<file path="src/rtl/line_event_capture_if.sv">
// Event-capture handshake bundle: raw event lines and masks in, one-hot request plus
// status out.
interface line_event_capture_if;
   logic [7:0] line_i;
   logic [7:0] mask_i;
   logic [7:0] out_onehot_o;
   logic       out_valid_o;
   logic       out_ready_i;
   logic [7:0] pending_o;
   logic [7:0] ovf_o;
   logic       ovf_clr_i;

   modport master (
      output line_i, mask_i, out_ready_i, ovf_clr_i,
      input  out_onehot_o, out_valid_o, pending_o, ovf_o
   );

   modport slave (
      input  line_i, mask_i, out_ready_i, ovf_clr_i,
      output out_onehot_o, out_valid_o, pending_o, ovf_o
   );
endinterface

</file>
<file path="src/rtl/line_event_capture.sv">
// Synchronises 8 event lines, latches edges/levels as sticky pending bits and hands them
// out one at a time, lowest index first, as a registered one-hot request.
module line_event_capture #(
   parameter int SYNC_STAGES = 2,
   parameter int EDGE_MODE   = 1
) (
   input  logic                 clk,
   input  logic                 rst_n,
   line_event_capture_if.slave  bus
);

   logic [SYNC_STAGES-1:0][7:0] sync_q;
   logic [7:0]                  prev_q;
   logic [7:0]                  pending_q, pending_d;
   logic [7:0]                  ovf_q, ovf_d;
   logic [7:0]                  onehot_q, onehot_d;
   logic                        valid_q, valid_d;

   logic [7:0] sync_w;
   logic [7:0] ev;
   logic [7:0] lowest;
   logic [7:0] load_clr;
   logic       slot_free;

   assign sync_w = sync_q[SYNC_STAGES-1];
   assign ev     = (EDGE_MODE != 0) ? (sync_w & ~prev_q & ~bus.mask_i)
                                    : (sync_w & ~bus.mask_i);

   // x & -x isolates the lowest set bit, giving D0 the highest priority.
   assign lowest = pending_q & (~pending_q + 8'd1);

   always_comb begin
      slot_free = ~valid_q | bus.out_ready_i;
      load_clr  = 8'd0;
      onehot_d  = onehot_q;
      valid_d   = valid_q;
      if (slot_free) begin
         load_clr = lowest;
         onehot_d = lowest;
         valid_d  = |pending_q;
      end
      pending_d = (pending_q & ~load_clr) | ev;
      ovf_d     = (bus.ovf_clr_i ? 8'd0 : ovf_q) | (ev & pending_q & ~load_clr);
   end

   always_ff @(posedge clk or negedge rst_n) begin
      if (!rst_n) begin
         sync_q    <= '0;
         prev_q    <= 8'd0;
         pending_q <= 8'd0;
         ovf_q     <= 8'd0;
         onehot_q  <= 8'd0;
         valid_q   <= 1'b0;
      end else begin
         if (SYNC_STAGES > 1) begin
            sync_q <= {sync_q[SYNC_STAGES-2:0], bus.line_i};
         end else begin
            sync_q <= bus.line_i;
         end
         prev_q    <= sync_w;
         pending_q <= pending_d;
         ovf_q     <= ovf_d;
         onehot_q  <= onehot_d;
         valid_q   <= valid_d;
      end
   end

   assign bus.out_onehot_o = onehot_q;
   assign bus.out_valid_o  = valid_q;
   assign bus.pending_o    = pending_q;
   assign bus.ovf_o        = ovf_q;

endmodule

</file>
<file path="src/flat_wrapper.sv">
// flat-port wrapper written by rule: the top's interface ports become plain ports
module line_event_capture_flat 
#(
   parameter int SYNC_STAGES = 2,
   parameter int EDGE_MODE   = 1
)
  (clk, rst_n, bus_line_i, bus_mask_i, bus_out_ready_i, bus_ovf_clr_i, bus_out_onehot_o, bus_out_valid_o, bus_pending_o, bus_ovf_o);
  line_event_capture_if bus_i ();
  input  logic clk;
  input  logic rst_n;
  input wire logic [$bits(bus_i.line_i)-1:0] bus_line_i;
  input wire logic [$bits(bus_i.mask_i)-1:0] bus_mask_i;
  input wire logic [$bits(bus_i.out_ready_i)-1:0] bus_out_ready_i;
  input wire logic [$bits(bus_i.ovf_clr_i)-1:0] bus_ovf_clr_i;
  output wire logic [$bits(bus_i.out_onehot_o)-1:0] bus_out_onehot_o;
  output wire logic [$bits(bus_i.out_valid_o)-1:0] bus_out_valid_o;
  output wire logic [$bits(bus_i.pending_o)-1:0] bus_pending_o;
  output wire logic [$bits(bus_i.ovf_o)-1:0] bus_ovf_o;
  assign bus_i.line_i = bus_line_i;
  assign bus_i.mask_i = bus_mask_i;
  assign bus_i.out_ready_i = bus_out_ready_i;
  assign bus_i.ovf_clr_i = bus_ovf_clr_i;
  assign bus_out_onehot_o = bus_i.out_onehot_o;
  assign bus_out_valid_o = bus_i.out_valid_o;
  assign bus_pending_o = bus_i.pending_o;
  assign bus_ovf_o = bus_i.ovf_o;
  line_event_capture #(.SYNC_STAGES(SYNC_STAGES), .EDGE_MODE(EDGE_MODE)) u_core (.clk(clk), .rst_n(rst_n), .bus(bus_i));
endmodule
</file>
<file path="config.mk">
export PLATFORM = sky130hd
export DESIGN_NAME = line_event_capture_flat
export DESIGN_NICKNAME = d
export VERILOG_FILES = /design/src/rtl/line_event_capture_if.sv /design/src/rtl/line_event_capture.sv /design/src/flat_wrapper.sv
export SDC_FILE = /design/constraint.sdc
export NUM_CORES = 1
export LEC_CHECK = 0
export ABC_AREA = 0
export CAP_MARGIN = 20
export CORE_MARGIN = 8
export CORE_UTILIZATION = 46
export CTS_BUF_LIST = sky130_fd_sc_hd__clkbuf_8 sky130_fd_sc_hd__clkbuf_16
export DETAILED_ROUTE_END_ITERATION = 7
export GPL_TIMING_DRIVEN = 1
export PLACE_DENSITY = 0.83
export SETUP_SLACK_MARGIN = 0.02
export SYNTH_ARGS = -nofsm -noshare
export SYNTH_HDL_FRONTEND = slang
export SYNTH_SLANG_ARGS = --single-unit
export TNS_END_PERCENT = 100
</file>
<file path="constraint.sdc">
create_clock -name clk -period 1.81 [get_ports clk]
set_input_delay 0.4525 -clock clk [delete_from_list [all_inputs] [get_ports clk]]
set_output_delay 0.4525 -clock clk [all_outputs]
set_load 0.01 [all_outputs]
</file>
==> results of run 1 <==
-- flip-flops by register name, summed over array words and instances, names as in the netlist --
| signal | cells |
|---|---|
| u_core.prev_q | 8 |
| u_core.bus.out_onehot_o | 8 |
| u_core.bus.pending_o | 8 |
| u_core.sync_w | 8 |
| u_core.bus.out_valid_o | 1 |
| u_core.sync_q | 8 |
| u_core.bus.ovf_o | 8 |
-- through the flow --
step / power [uW] / setup WS (ns) / utilization, % / hold slack, ns
after floorplan: 1430 / 0.498 / - / 0.157
after global placement: 1680 / 0.0783 / 64.0 / 0.331
after detailed placement: 1700 / 0.0190 / 64.0 / 0.343
after CTS: 2460 / 0.0279 / 67.4 / 0.132
after global routing: 2560 / 0.00891 / 68.3 / 0.150
final: 2460 / 0.0497 / 68.3 / 0.119
-- Yosys cell counts, drive strengths merged --
cell / instances
a21o: 2
a22o: 3
a32o: 3
and4: 1
buf: 3
clkbuf: 1
dfrtp: 49
inv: 3
mux2: 1
nand2: 11
nand2b: 2
nand3: 1
nor2: 3
nor2b: 1
nor3: 1
nor3b: 3
nor4: 1
o21ai: 4
o21bai: 1
o2bb2ai: 6
o31ai: 2
o41ai: 2
or2: 2
or3: 1
or3b: 5
-- metal layers --
layer,global-route usage (%),part of all wire (%),vias up
li1,-,-,504
met1,15.5,40,586
met2,21.4,51,39
met3,5.66,7.3,7
met4,7.25,2.1,0
met5,0,0,-
-- what timing repair did --
action | in CTS | in global routing
setup buffers | 0 | 3
setup endpoints to repair | 3 | 5
gates resized for setup | 3 | 4
pin swaps | 0 | 0
-- cell families after synthesis --
| kind of cell | count (synthesis) |
|---|---|
| AO/OA/AOI/OAI | 23 |
| AND/OR/NAND/NOR | 32 |
| multiplexers | 1 |
| buffers and inverters | 7 |
| flip-flops | 49 |
-- how the worst min path moves through the flow --
stage | cells after the start | slack, ns | end
2_1_floorplan | 0 | 0.16 | u_core.bus.out_onehot_o[0]
3_3_place_gp | 0 | 0.33 | u_core.sync_w[6]
3_5_place_dp | 0 | 0.34 | u_core.sync_w[6]
4_1_cts | 1 | 0.13 | u_core.sync_w[1]
5_1_grt | 1 | 0.15 | u_core.sync_w[1]
6_report | 1 | 0.12 | u_core.sync_q[1]
-- final cells by class --
class	instances	area [sq um]
fill	236	1070
clock buffer	5	68.8
timing repair buffer	51	520
clock inverter	3	42.5
multi-input combinational	56	384
tap	46	57.6
inverter	3	11.3
sequential	49	1230
-- power breakdown --
part	switching (uW)	internal [uW]
sequential	88.1	1200
combinational	177	238
clock	346	409
total	611	1840
==> metrics, run 1 <==
Post-Syn Area=1640 sq um; unrepaired setup endpoints after global routing=false; worst slew pin tran=0.525 ns; Die H=75.8 microns; Synth Area in Compound Gates=11.6%; CTS sink cnt=49; dpl cell area=2170 sq um; CTS Buf Count=5; clock tree from TritonCTS=built; fin crit period=1.76 ns; Worst Path Required=1.36 ns; area share of the largest cell type after synthesis=74.6%; CORE AREA=3390 sq um; post-synthesis cell count=112; status=finished, final reports clean; xor/xnor share of the synthesized area=0%; final WL=3590 microns; HP Class=in -> async; grt total ovfl=0; Startpoint Class=register; clock tree buffer depth=2; R2R Setup Slk=0.39 ns; Tcrit/Tclk final=97.3%; largest net degree at the start of global routing=27; syn_area_per_cell=14.7 sq um; most frequent cells in the layout=dfrtp_1 (45), clkdlybuf4s50_1 (40), nand2_1 (11); Top Ports=45; Total GRT Usage=13.7%; Critical Path Max Stage Delay=0.57 ns; r2r startpoint=u_core.bus.pending_o[4]; vias per cell=5.33; Non-Filler Instances=213; Critical Path Sink=bus_pending_o[4]; dpl hpwl=2600 microns; worst reg2reg path depth=3; WS Path Type=reg -> out; CP Cell Sequence=clkdlybuf4s50_1; DRC=0; die area=5740 sq um; top post-synthesis cells by area=dfrtp_1 (75%), o2bb2ai_1 (3.2%), or3b_2 (2.7%), nand2_1 (2.5%), a32o_1 (1.8%); post-synthesis simple-gate area fraction=11.0%; Final nets=186; vias in the first global route=1,221; maximum clock frequency=568 MHz; YS warnings=0; maximum vdd ir drop=0.700 mV; max-slew violations=0; Synth Area in Adders=0%; Seq cells post-synth=49; Seq/Total Area, Yosys=74.6%; num rows=21; Area Overhead vs Synth=40.9%; Synth area leader=dfrtp_1; mux contribution to synthesized area=0.685%; commonest non-fill, non-tap cell in the layout=dfrtp_1; Initial Utilization=48.5%; cell family with most CP delay=buffers and inverters; CP Depth=1; RR Endpoint=u_core.bus.out_onehot_o[6]; H-tree depth=2; pwr dens=1060 nW/um^2; Clk pin slew, worst setup/hold paths=0.09 ns; Post-Syn Nets=132; CP bufs+invs=1; die width=75.8 microns; Max-cap violations=0; Hold Buf Count CTS=0; I/O Buffers=44; Final Setup Violations=0; leakage power=0.00105 uW; Unique masters post-synth=27; initial antenna violation count=0; GPL Wtd Cong=0.733; largest family of logic cells by synthesized area=compound AO/OA/AOI/OAI gates; starting DRC count in detailed routing=84; critical path startpoint=u_core.bus.pending_o[4]; arrival time worst endpoint=1.31 ns; setup_tns=0 ns; n_diodes=0; placed insts=202; Avg WL per Cell=16.8 microns; Slowest cell on crit path=clkdlybuf4s50_1; total number of vias=1,136; final setup skew=0.00649 ns; first-pass GRT wire length=5720 microns; Clk Latency, worst-skew pair=0.30 ns; clk root buf=clkbuf_8; share of cells above drive strength 1=15.6%; final hold viol count=0; Final Instance Area=2320 sq um; largest fanout on the critical path=5; worst rel slew slack=65.0%; TritonRoute pass-1 iters=4; DRT antenna net count=0; Critical Path Sink Type=output port
Note: power is estimated with default switching activity, not from simulation.
==> inputs of run 2 (changes only) <==
--- a/config.mk
+++ b/config.mk
@@ -10,8 +10,10 @@
 export CORE_MARGIN = 8
 export CORE_UTILIZATION = 46
 export CTS_BUF_LIST = sky130_fd_sc_hd__clkbuf_8 sky130_fd_sc_hd__clkbuf_16
+export CTS_CLUSTER_DIAMETER = 40
 export DETAILED_ROUTE_END_ITERATION = 7
 export GPL_TIMING_DRIVEN = 1
+export MAX_ROUTING_LAYER = met4
 export PLACE_DENSITY = 0.83
 export SETUP_SLACK_MARGIN = 0.02
 export SYNTH_ARGS = -nofsm -noshare
==> metrics, run 2 (synthesis results as in run 1) <==
largest net degree at the start of global routing=27; worst setup margin=0.0456 ns; grt total ovfl=0; die width=75.8 microns; Seq. cell area=1230 sq um; DRT antenna net count=0; DRC=0; HP Class=in -> async; final setup skew=0.00814 ns; max-slew violations=0; unrepaired setup endpoints after global routing=false; Tcrit/Tclk final=97.5%; Startpoint Class=register; Critical Path Max Stage Delay=0.57 ns; multi-input logic area=384 sq um; first-pass GRT wire length=5720 microns; H-tree depth=2; dpl hpwl=2600 microns; utilization after layout=68.5%; num rows=21; arrival time worst endpoint=1.31 ns; CORE AREA=3390 sq um; Avg WL per Cell=16.7 microns; Final Setup Violations=0; most frequent cells in the layout=dfrtp_1 (45), clkdlybuf4s50_1 (41), nand2_1 (11); Place WS=0.0190 ns; Top Ports=45; Final nets=187; worst rel slew slack=64.9%; Total GRT Usage=14.0%; largest fanout on the critical path=5; Die H=75.8 microns; GPL Wtd Cong=0.742; total number of vias=1,126; maximum vdd ir drop=0.698 mV; CTS sink cnt=49; clock tree from TritonCTS=built; fin crit period=1.76 ns; fillcell total=233; Hold Buf Count CTS=0; Clk Latency, worst-skew pair=0.30 ns; cell family with most CP delay=buffers and inverters; share of cells above drive strength 1=16.1%; I/O Buffers=44; Critical Path Sink Type=output port; Clk pin slew, worst setup/hold paths=0.08 ns; Non-Filler Instances=214; CP bufs+invs=1; commonest non-fill, non-tap cell in the layout=dfrtp_1; TritonRoute pass-1 iters=4; vias in the first global route=1,222; Final Instance Area=2320 sq um; clock tree buffer depth=2; Initial Utilization=48.5%; Area Overhead vs Synth=41.2%; worst slew pin tran=0.526 ns; die area=5740 sq um; setup_tns=0 ns; starting DRC count in detailed routing=96; Worst Path Required=1.36 ns; pwr dens=1060 nW/um^2; leakage power=0.00104 uW; initial antenna violation count=0; WS Path Type=reg -> out; clk root buf=clkbuf_8; dpl cell area=2170 sq um; status=finished, final reports clean; CTS Buf Count=5; vias per cell=5.26; maximum clock frequency=567 MHz; Slowest cell on crit path=clkdlybuf4s50_1; final hold viol count=0; final WL=3580 microns; n_diodes=0; Max-cap violations=0; CP Cell Sequence=clkdlybuf4s50_1; placed insts=202
[run 2: cell types whose count changed in the layout (fill, tap and decap cells not counted)]
cell	delta
buf_4	+1
clkdlybuf4s50_1	+1
dlymetal6s2s_1	-1
[run 2: metal layers]
layer | up-vias | wire length, microns | global-route usage, %
li1 | 505 | - | -
met1 | 576 | 1460 | 16.0
met2 | 39 | 1820 | 21.5
met3 | 6 | 218 | 4.74
met4 | 0 | 72 | 7.25
met5 | - | 0 | -
[run 2: through the flow]
stage | hold slack (ns) | total power [uW]
final | 0.120 | 2450
after floorplan | 0.157 | 1430
after global routing | 0.150 | 2560
after CTS | 0.132 | 2460
after detailed placement | 0.343 | 1700
after global placement | 0.331 | 1680
[run 2: area by class of cell]
type | count | area share (%)
Tap cell | 46 | 2.48
Timing Repair Buffer | 52 | 22.6
Clock inverter | 3 | 1.83
Sequential cell | 49 | 53.0
Clock buffer | 5 | 2.96
Inverter | 3 | 0.485
Multi-Input combinational cell | 56 | 16.5
[run 2: where the power goes]
group | internal [uW] | total, uW | switching (uW)
clock network | 409 | 751 | 342
logic | 241 | 419 | 178
registers | 1200 | 1280 | 86.5
[run 2: worst paths after layout]
kind	start	endpoint	slack, ns	cells after the start
worst min-delay path	rst_n	u_core.sync_q[1]	0.12	1
max in group asynchronous	rst_n	u_core.bus.pending_o[0]	1.17	2
worst max-delay path	u_core.bus.pending_o[4]	bus_pending_o[4]	0.05	1
worst min register to register	u_core.sync_q[2]	u_core.sync_w[2]	0.36	0
worst max register to register	u_core.bus.pending_o[0]	u_core.bus.ovf_o[4]	0.34	4
min in group clk	u_core.sync_q[2]	u_core.sync_w[2]	0.36	0
[run 2: timing repair]
action	in CTS	in global routing
hold endpoints to repair	0	0
resized for setup	3	3
setup buffers	0	4
gates cloned	0	0
endpoints found under the setup margin	3	5
